### config.mk
export PLATFORM = sky130hd
export DESIGN_NAME = frog_hazard_monitor_flat
export DESIGN_NICKNAME = d
export VERILOG_FILES = /design/src/rtl/frog_hazard_monitor_pkg.sv /design/src/rtl/frog_hazard_monitor_if.sv /design/src/rtl/frog_hazard_monitor_flash_timer.sv /design/src/rtl/frog_hazard_monitor.sv /design/src/flat_wrapper.sv
export SDC_FILE = /design/constraint.sdc
export NUM_CORES = 1
export LEC_CHECK = 0
export ABC_AREA = 0
export CORE_AREA = 2 2 116 118
export CTS_CLUSTER_SIZE = 14
export DETAILED_ROUTE_END_ITERATION = 10
export DIE_AREA = 0 0 118 120
export GPL_TIMING_DRIVEN = 0
export PLACE_DENSITY = 0.84
export SLEW_MARGIN = 20
export SYNTH_ARGS = -nofsm -noshare
export SYNTH_HDL_FRONTEND = slang
export SYNTH_SLANG_ARGS = --single-unit
### constraint.sdc
create_clock -name clock -period 3.3 [get_ports clock]
set_input_delay 0.66 -clock clock [delete_from_list [all_inputs] [get_ports clock]]
set_output_delay 0.66 -clock clock [all_outputs]
set_load 0.03 [all_outputs]
### src/rtl/frog_hazard_monitor_pkg.sv
// Shared types and board geometry for the frog hazard monitor.
// Build option FROG_GRACE_EN enables post-respawn grace in the monitor.
package frog_pkg;

    localparam int ROWS = 16;
    localparam int COLS = 16;

    localparam logic [3:0] START_ROW = 4'd0;
    localparam logic [3:0] GOAL_ROW  = 4'd15;
    localparam logic [3:0] SPAWN_X   = 4'd7;

    typedef enum logic [1:0] {
        RUN  = 2'd0,
        HIT  = 2'd1,
        GOAL = 2'd2,
        OVER = 2'd3
    } mon_state_t;

endpackage

### src/rtl/frog_hazard_monitor_if.sv
// Board-state and game-event bundle between row generators/frog mover and the monitor.
// master drives the board and frog position, slave (the monitor) drives the events.
interface frog_hazard_monitor_if #(
    parameter int SCORE_W = 8
);
    import frog_pkg::*;

    logic [ROWS-1:0][COLS-1:0] row_pixels;
    logic [ROWS-1:0]           river_rows;
    logic [3:0]                frog_x;
    logic [3:0]                frog_y;

    logic                      hit;
    logic                      goal;
    logic                      respawn;
    logic                      frog_blank;
    logic [2:0]                lives;
    logic [SCORE_W-1:0]        score;
    logic                      game_over;

    modport master (
        output row_pixels, river_rows, frog_x, frog_y,
        input  hit, goal, respawn, frog_blank, lives, score, game_over
    );

    modport slave (
        input  row_pixels, river_rows, frog_x, frog_y,
        output hit, goal, respawn, frog_blank, lives, score, game_over
    );

endinterface

### src/rtl/frog_hazard_monitor_flash_timer.sv
// Loadable down-counter: load sets all-ones, counts to zero, done pulses for the zero cycle.
// Runs for exactly 2^W cycles after a load; a load while running restarts it.
module flash_timer #(
    parameter int W = 4
) (
    input  logic         clock,
    input  logic         reset,
    input  logic         load,
    output logic [W-1:0] count,
    output logic         done
);

    logic [W-1:0] r_cnt;
    logic         r_active;

    always_ff @(posedge clock) begin
        if (reset) begin
            r_cnt    <= '0;
            r_active <= 1'b0;
        end else if (load) begin
            r_cnt    <= '1;
            r_active <= 1'b1;
        end else if (r_active) begin
            if (r_cnt == '0) begin
                r_active <= 1'b0;
            end else begin
                r_cnt <= r_cnt - W'(1);
            end
        end
    end

    assign count = r_cnt;
    assign done  = r_active && (r_cnt == '0);

endmodule

### src/rtl/frog_hazard_monitor.sv
// Frog hit/drown/goal detection, lives, score, hit-flash and game-over tracking.
// Optional macro FROG_GRACE_EN adds a danger-masking grace period after each respawn.
module frog_hazard_monitor
    import frog_pkg::*;
#(
    parameter int LIVES   = 3,
    parameter int FLASH_W = 24,
    parameter int SCORE_W = 8
) (
    input  logic                 clock,
    input  logic                 reset,
    frog_hazard_monitor_if.slave bus
);

    mon_state_t         r_state;
    mon_state_t         w_state_nxt;

    logic               r_hit;
    logic               r_goal;
    logic               r_respawn;
    logic [2:0]         r_lives;
    logic [SCORE_W-1:0] r_score;

    logic               w_hit_nxt;
    logic               w_goal_nxt;
    logic               w_respawn_nxt;
    logic [2:0]         w_lives_nxt;
    logic [SCORE_W-1:0] w_score_nxt;
    logic               w_blank;

    logic               w_cell;
    logic               w_at_goal;
    logic               w_danger;
    logic               w_risk;

    logic [FLASH_W-1:0] w_flash_cnt;
    logic               w_flash_done;
    logic               w_grace_on;
    logic               w_grace_blank;

    assign w_cell    = bus.row_pixels[bus.frog_y][bus.frog_x];
    assign w_at_goal = (bus.frog_y == GOAL_ROW);
    // On a river row a lit pixel is a log, so it is the dark cells that drown the frog.
    assign w_danger  = (bus.frog_y != START_ROW) && !w_at_goal &&
                       (bus.river_rows[bus.frog_y] ? !w_cell : w_cell);
    assign w_risk    = w_danger && !w_grace_on;

    flash_timer #(.W(FLASH_W)) u_flash (
        .clock (clock),
        .reset (reset),
        .load  (w_hit_nxt),
        .count (w_flash_cnt),
        .done  (w_flash_done)
    );

`ifdef FROG_GRACE_EN
    logic [FLASH_W-2:0] w_grace_cnt;
    logic               w_grace_done;

    flash_timer #(.W(FLASH_W-1)) u_grace (
        .clock (clock),
        .reset (reset),
        .load  (w_respawn_nxt),
        .count (w_grace_cnt),
        .done  (w_grace_done)
    );

    assign w_grace_on    = (w_grace_cnt != '0) || w_grace_done;
    assign w_grace_blank = w_grace_on && w_grace_cnt[FLASH_W-3];
`else
    assign w_grace_on    = 1'b0;
    assign w_grace_blank = 1'b0;
`endif

    always_ff @(posedge clock) begin
        if (reset) begin
            r_state   <= RUN;
            r_hit     <= 1'b0;
            r_goal    <= 1'b0;
            r_respawn <= 1'b0;
            r_lives   <= 3'(LIVES);
            r_score   <= '0;
        end else begin
            r_state   <= w_state_nxt;
            r_hit     <= w_hit_nxt;
            r_goal    <= w_goal_nxt;
            r_respawn <= w_respawn_nxt;
            r_lives   <= w_lives_nxt;
            r_score   <= w_score_nxt;
        end
    end

    always_comb begin
        w_state_nxt = r_state;
        case (r_state)
            RUN: begin
                if (w_at_goal) begin
                    w_state_nxt = GOAL;
                end else if (w_risk) begin
                    w_state_nxt = HIT;
                end
            end
            HIT: begin
                if (w_flash_done) begin
                    w_state_nxt = (r_lives == 3'd0) ? OVER : RUN;
                end
            end
            // One dead cycle lets the respawn land before coordinates are trusted again.
            GOAL: w_state_nxt = RUN;
            OVER: w_state_nxt = OVER;
        endcase
    end

    always_comb begin
        w_goal_nxt    = (r_state == RUN) && w_at_goal;
        w_hit_nxt     = (r_state == RUN) && !w_at_goal && w_risk;
        w_respawn_nxt = w_goal_nxt ||
                        ((r_state == HIT) && w_flash_done && (r_lives != 3'd0));
        w_lives_nxt   = (w_hit_nxt && (r_lives != 3'd0)) ? r_lives - 3'd1 : r_lives;
        w_score_nxt   = (w_goal_nxt && (r_score != '1)) ? r_score + SCORE_W'(1) : r_score;
        w_blank       = 1'b0;
        case (r_state)
            HIT:     w_blank = w_flash_cnt[FLASH_W-1] ^ w_flash_cnt[FLASH_W-2];
            OVER:    w_blank = 1'b1;
            RUN:     w_blank = w_grace_blank;
            default: w_blank = 1'b0;
        endcase
    end

    assign bus.hit        = r_hit;
    assign bus.goal       = r_goal;
    assign bus.respawn    = r_respawn;
    assign bus.lives      = r_lives;
    assign bus.score      = r_score;
    assign bus.frog_blank = w_blank;
    assign bus.game_over  = (r_state == OVER);

endmodule

### src/flat_wrapper.sv
// flat-port wrapper written by rule: the top's interface ports become plain ports
module frog_hazard_monitor_flat import frog_pkg::*;
#(
    parameter int LIVES   = 3,
    parameter int FLASH_W = 24,
    parameter int SCORE_W = 8
)
  (clock, reset, bus_row_pixels, bus_river_rows, bus_frog_x, bus_frog_y, bus_hit, bus_goal, bus_respawn, bus_frog_blank, bus_lives, bus_score, bus_game_over);
  frog_hazard_monitor_if #(.SCORE_W(SCORE_W)) bus_i ();
  input  logic clock;
  input  logic reset;
  input wire logic [$bits(bus_i.row_pixels)-1:0] bus_row_pixels;
  input wire logic [$bits(bus_i.river_rows)-1:0] bus_river_rows;
  input wire logic [$bits(bus_i.frog_x)-1:0] bus_frog_x;
  input wire logic [$bits(bus_i.frog_y)-1:0] bus_frog_y;
  output wire logic [$bits(bus_i.hit)-1:0] bus_hit;
  output wire logic [$bits(bus_i.goal)-1:0] bus_goal;
  output wire logic [$bits(bus_i.respawn)-1:0] bus_respawn;
  output wire logic [$bits(bus_i.frog_blank)-1:0] bus_frog_blank;
  output wire logic [$bits(bus_i.lives)-1:0] bus_lives;
  output wire logic [$bits(bus_i.score)-1:0] bus_score;
  output wire logic [$bits(bus_i.game_over)-1:0] bus_game_over;
  assign bus_i.row_pixels = bus_row_pixels;
  assign bus_i.river_rows = bus_river_rows;
  assign bus_i.frog_x = bus_frog_x;
  assign bus_i.frog_y = bus_frog_y;
  assign bus_hit = bus_i.hit;
  assign bus_goal = bus_i.goal;
  assign bus_respawn = bus_i.respawn;
  assign bus_frog_blank = bus_i.frog_blank;
  assign bus_lives = bus_i.lives;
  assign bus_score = bus_i.score;
  assign bus_game_over = bus_i.game_over;
  frog_hazard_monitor #(.LIVES(LIVES), .FLASH_W(FLASH_W), .SCORE_W(SCORE_W)) u_core (.clock(clock), .reset(reset), .bus(bus_i));
endmodule
==> impl_metrics.ini <==
[logic_synthesis]
synthesis.instances = 426
syn_avg_cell_area_um2 = 10.2
synth_async_sr_flop_share = 0
post_synth_instance_area_mm2 = 0.00433
post_synthesis_net_count = 714
synth.ff_latch_count = 41
ys_top_cells_by_area = sky130_fd_sc_hd__mux4_2 (28%), sky130_fd_sc_hd__dfxtp_1 (19%), sky130_fd_sc_hd__mux2i_1 (5.1%)
edff_count_synth = 0
synth_most_common_cell = sky130_fd_sc_hd__mux4_2
synth_commonest_cells = sky130_fd_sc_hd__mux4_2 (53), sky130_fd_sc_hd__dfxtp_1 (41), sky130_fd_sc_hd__nor2_1 (31)
yosys_warnings = 0
dominantRegCellSynth = sky130_fd_sc_hd__dfxtp_1
yosys.cell_types.count = 58
synth-seq-area-share = 0.190
synth_top_cell_area_share = 0.276
yosys.area.top_type = sky130_fd_sc_hd__mux4_2

[die]
die_y_um = 120
die_width_um = 118
die_area_mm2 = 0.0142
start_util = 0.333
top_level_ports = 298
rows = 42
placeableCoreArea_mm2 = 0.0130

[worst_setup_path]
critical_path_data_required_time_ps = 3440
critical_path.max_fanout = 10
timing.critical_path.from_type = input port
timing.rr.start = u_core.u_flash.count[12]
rr_endpoint = u_core.u_flash.count[18]
critPathArrivalTime_ps = 3350
reg2regPathDepth = 8
critical_path_class = input port to flop
timing.critical_path.to_type = flop
setup.reg_to_reg.worst_slack_ps = 500

[placed_design]
place_hpwl_um = 18600
port-buffer-count = 292
gp_congestion = 1.00

[timing]
fin_tns_setup_ps = 0
maxClockFrequency_mhz = 312
worst-slew-pin-transition_ps = 663
setup_viol = 0
finalHoldViolCount = 0
timing.slew.headroom = 0.554
timing.clock.skew_ps = 6.27
period_share = 0.973
report.final.slew_viol_count = 0
grt_setup_unrepaired = false
layout_min_cycle_time_ps = 3210
hold_ws_ps = 524

[hold_path]
worstHoldEndpoint = u_core.bus.respawn
holdPathStages = 2
min-delay-start = u_core.r_state[0]
hold_path.class = flop to flop

[cells_and_area]
antenna_cells = 0
design.final.nets = 1014
syn2layout_area_growth_pct = 78.0
layout-drive-gt1-share = 0.151

[global_routing]
global_route_wire_length_before_repair_um = 31500
globalRoute.totalOverflow = 0
grt_util_all_layers = 0.295
grt_start_max_net_pins = 13
grt_antenna_before_repair = 0
first_global_vias = 5355

[clock_tree]
tritoncts.num_buffers = 5
clockBufferDepth = 2
cts_tree = built
ctsRootBufferMaster = sky130_fd_sc_hd__clkbuf_16
clk-insertion-delay-late_ps = 280
cts.sinks = 41
cts.clk_slew.worst_paths_ps = 60
htree_num_levels = 2
cts.hold.buffers_added = 0

[detailed_routing]
drt.antenna.violating_nets = 0
routed_wirelength_um = 21400
detailroute.via_count = 5145
wire_per_inst_um = 23.7
detail_route.drc_violations = 0
detailedRoute.firstPassIterationCount = 5
drt-initial-drc-count = 436
routed_via_density = 5.70

[power_and_ir_drop]
worst_ir_drop_vdd_v = 0.000188
design_power_total_mw = 2.46
leakage_nw = 2.80
power_density_mw_per_mm2 = 319

[run_status]
status = completed

[flow_run]
drv_cap = 0
==> logic make-up after synthesis <==
group | after synthesis | share of synthesized area
AOI/OAI and AO/OA | 81 | 0.133
xor gates and xnor gates | 27 | 0.0547
adders and majority gates | 6 | 0.0174
buffers and inverters | 48 | 0.0642
DFF | 41 | 0.190
muxes | 93 | 0.388
and+or+nand+nor | 130 | 0.153
==> power by group <==
group | total, mW | internal, mW | switching (mW)
combinational | 1.19 | 0.678 | 0.507
sequential | 0.712 | 0.610 | 0.102
clock | 0.560 | 0.377 | 0.183
total | 2.46 | 1.67 | 0.792
==> area by class of cell <==
class	count	area (um^2)
fill	1063	5280
multi-input combinational	337	3250
timing repair buffer	293	2930
sequential	41	821
buffer	35	250
tap	176	220
clock buffer	7	143
inverter	13	48.8
clock inverter	1	30.0
==> critical path, cell delays in order <==
cell and delay [ps]:
sky130_fd_sc_hd__clkdlybuf4s50_1 480, sky130_fd_sc_hd__mux4_2 490, sky130_fd_sc_hd__mux2_2 280, sky130_fd_sc_hd__a221oi_1 270, sky130_fd_sc_hd__a221o_1 200, sky130_fd_sc_hd__a32oi_2 160
sky130_fd_sc_hd__and4_4 250, sky130_fd_sc_hd__o211ai_4 280, sky130_fd_sc_hd__buf_6 180, sky130_fd_sc_hd__o21ai_0 100
==> placed cells by master (no fill, tap or decap), drive strengths merged, types with 4 or more instances in the layout <==
cell / n
o211ai: 5
and3: 4
or3: 5
nand4: 7
mux4: 57
a21oi: 8
nor4: 5
clkdlybuf4s50: 291
dfxtp: 41
nor2: 31
xnor2: 15
nand2: 28
xor2: 12
a221oi: 4
nor3: 11
buf: 20
clkbuf: 23
and2: 4
mux2: 14
ha: 6
a22oi: 8
nand3b: 7
o21ai: 27
nand3: 14
mux2i: 22
inv: 13
==> repair_timing <==
action                                 4_1_cts  5_1_grt
pin swaps                                    0        1
setup endpoints to repair                   19       25
setup buffers                                0        1
resized for setup                            4       11
endpoints found under the hold margin        0        0
==> sequential cells by signal (all words and copies together), names as in the netlist <==
register / count
u_core.u_flash.count: 24
u_core.bus.respawn: 1
u_core.bus.lives: 3
u_core.r_state: 2
u_core.bus.goal: 1
u_core.bus.score: 8
u_core.bus.hit: 1
u_core.u_flash.r_active: 1
==> worst max path at each step <==
| stage | start | to | cells after the start |
|---|---|---|---|
| after floorplan | bus_frog_y[0] | u_core.u_flash.count[13] | 10 |
| after global placement | bus_frog_y[1] | u_core.u_flash.count[14] | 12 |
| after detailed placement | bus_frog_y[3] | u_core.u_flash.count[18] | 10 |
| after CTS | bus_frog_y[2] | u_core.u_flash.count[9] | 12 |
| after global routing | bus_row_pixels[77] | u_core.u_flash.count[9] | 10 |
| final | bus_row_pixels[77] | u_core.u_flash.count[18] | 10 |
==> per-layer routing <==
| metal | track usage | vias up | share of wire |
|---|---|---|---|
| li1 | - | 2274 | - |
| met1 | 0.365 | 2528 | 0.39 |
| met2 | 0.521 | 294 | 0.50 |
| met3 | 0.0570 | 49 | 0.078 |
| met4 | 0.0873 | 0 | 0.034 |
| met5 | 0 | - | 0 |
==> per-stage QoR <==
stage / instances / cell area [um^2] / setup WS [ps] / util
floorplan: 426 / 4330 / 325 / -
global placement: 894 / 7470 / -369 / 0.575
detailed placement: 894 / 7470 / -351 / 0.575
CTS: 902 / 7650 / 56.2 / 0.590
global route: 903 / 7700 / 5.91 / 0.593
finish: 903 / 7700 / 90.7 / 0.593
No activity file was read; power rests on OpenSTA's default activity.
==> RTL change (same flow settings) <==
Re-encode `mon_state_t` (4 states) as Gray code, 2 bits wide.
--- a/src/rtl/frog_hazard_monitor_pkg.sv
+++ b/src/rtl/frog_hazard_monitor_pkg.sv
@@ -10,10 +10,10 @@
     localparam logic [3:0] SPAWN_X   = 4'd7;
 
     typedef enum logic [1:0] {
-        RUN  = 2'd0,
-        HIT  = 2'd1,
-        GOAL = 2'd2,
-        OVER = 2'd3
+        RUN  = 2'b00,
+        HIT  = 2'b01,
+        GOAL = 2'b11,
+        OVER = 2'b10
     } mon_state_t;
 
 endpackage
Check against the original RTL: no difference found for any inputs over 10 cycles, from zero or initial values and one cycle with reset high; not proved beyond that.
==> RTL change against the original RTL <==
- worst setup slack lost 0.035 ns
- sequential cell count is the same
- synthesized area grew 5.0%
- power grew 15%
- wire length shrank 7.7%
- cell area grew 3.3%
- critical path depth is the same
- utilization grew 1.9 points
- critical endpoint is now u_core.r_state[1]
==> RTL change: results (changes against the original RTL) <==
- Run status: complete, no violations
- Clock Power Share: 17.0% (-5.8 points)
- Worst r2r dst: u_core.u_flash.count[17]
- Post-CTS Setup Inserts: 3 (+3)
- Global-route wire length before repair: 29200 µm (-7.2%)
- Longest Clk Path Bufs: 2 (unchanged)
- Slowest cell on crit path: mux4_2
- Largest net degree at the start of global routing: 14 (+1)
- GP Congestion: 0.888 (-11%)
- Total Routing Usage GR: 26.8% (-2.6 points)
- Number of gates resized after CTS: 13 (+9)
- Vias in the first global route: 5485 (+2.4%)
- Fraction of final layout cells with drive strength greater than 1: 18.7% (+3.5 points)
- Library cells used by synthesis: 62 (+6.9%)
- Final net count: 1036 (+2.2%)
- Max incr delay on CP: ~0.50 ns
- Internal Power: 1.77 mW (+6.1%)
- Reg power frac: 27.5% (-1.5 points)
- IR drop worst, VDD: 220 µV (+17%)
- CP Max Fanout: 2 (-8)
- # diodes: 0 (unchanged)
- Register area share after synthesis: 18.1% (-0.90 points)
- Detailed placer's ending HPWL: 16700 µm (-10%)
- Largest cells by area after synthesis: mux4_2 25%, dfxtp_1 18%, mux2i_1 9.7%
- Clock network power consumption: 478 µW (-15%)
- Asr flop ratio synth: 0% (unchanged)
- CP startpoint: bus_row_pixels[244]
- Top post-synthesis cells by count: 51 x mux4_2, 44 x mux2i_1, 41 x dfxtp_1
- R2R Setup Slk: 0.31 ns (-0.19 ns)
- Leak: 2.90 nW (+3.8%)
- Reg-to-reg critical path startpoint: u_core.u_flash.count[8]
- Setup crit end: u_core.r_state[1]
- Syn nets: 733 (+2.7%)
- Critical Path AT: 3.45 ns (+0.10 ns)
- R2R depth: 10 (+2)
- Avg WL per Cell: 21.5 µm (-9.5%)
- Top delay family on crit path: multiplexers
- Total of fill cells in the finished design: 1097 (+3.2%)
- Initial DRC count: 353 (-19%)
- Slew headroom: 50.4% (-5.0 points)
- Clock Skews: 0.00219 ns (-0.00407 ns)
- Vias post-DR: 5028 (-2.3%)
==> RTL change: layer usage <==
layer / vias up / wire length (µm) / GRT usage [%]
met2: 256 / 10700 / 52.1
met1: 2409 / 6780 / 28.1
met4: 0 / 658 / 9.64
met5: - / 0 / 0
li1: 2317 / - / -
met3: 46 / 1590 / 6.23
==> RTL change: logic make-up after synthesis <==
family          share of synthesized area, %
fa+ha+maj                               2.75
mux                                     37.2
simple gates                            15.3
compound gates                          13.7
xor+xnor                                5.76
buf+inv                                 7.27
flops                                   18.1
==> RTL change: per-stage QoR <==
step	utilization, %	cell area, µm²	cells	setup slack (ns)
floorplan	-	4540	441	0.249
global placement	59.2	7680	909	-0.726
detailed placement	59.2	7680	909	-0.753
CTS	60.9	7900	920	0.00871
global route	61.2	7950	921	-0.0634
finish	61.2	7950	921	0.0552
==> RTL change: worst min path at each step <==
stage | slack, ns | depth (start not counted) | startpoint | endpoint
after floorplan | 0.47 | 2 | u_core.r_state[1] | u_core.r_state[1]
after global placement | 0.48 | 2 | u_core.r_state[0] | u_core.r_state[0]
after detailed placement | 0.50 | 2 | u_core.r_state[0] | u_core.r_state[0]
after CTS | 0.51 | 2 | u_core.r_state[0] | u_core.r_state[0]
after global routing | 0.55 | 2 | u_core.r_state[0] | u_core.r_state[0]
final | 0.51 | 2 | u_core.r_state[0] | u_core.r_state[0]
==> RTL change: final cells by class <==
type | count | area, µm² | area share, %
plain buffers | 36 | 293 | 3.68
clock buffers | 5 | 125 | 1.57
clock inverters | 3 | 17.5 | 0.220
inverters | 13 | 48.8 | 0.614
multi-input cells | 351 | 3480 | 43.7
flip-flops and latches | 41 | 821 | 10.3
well taps | 176 | 220 | 2.77
repair buffers | 296 | 2950 | 37.1
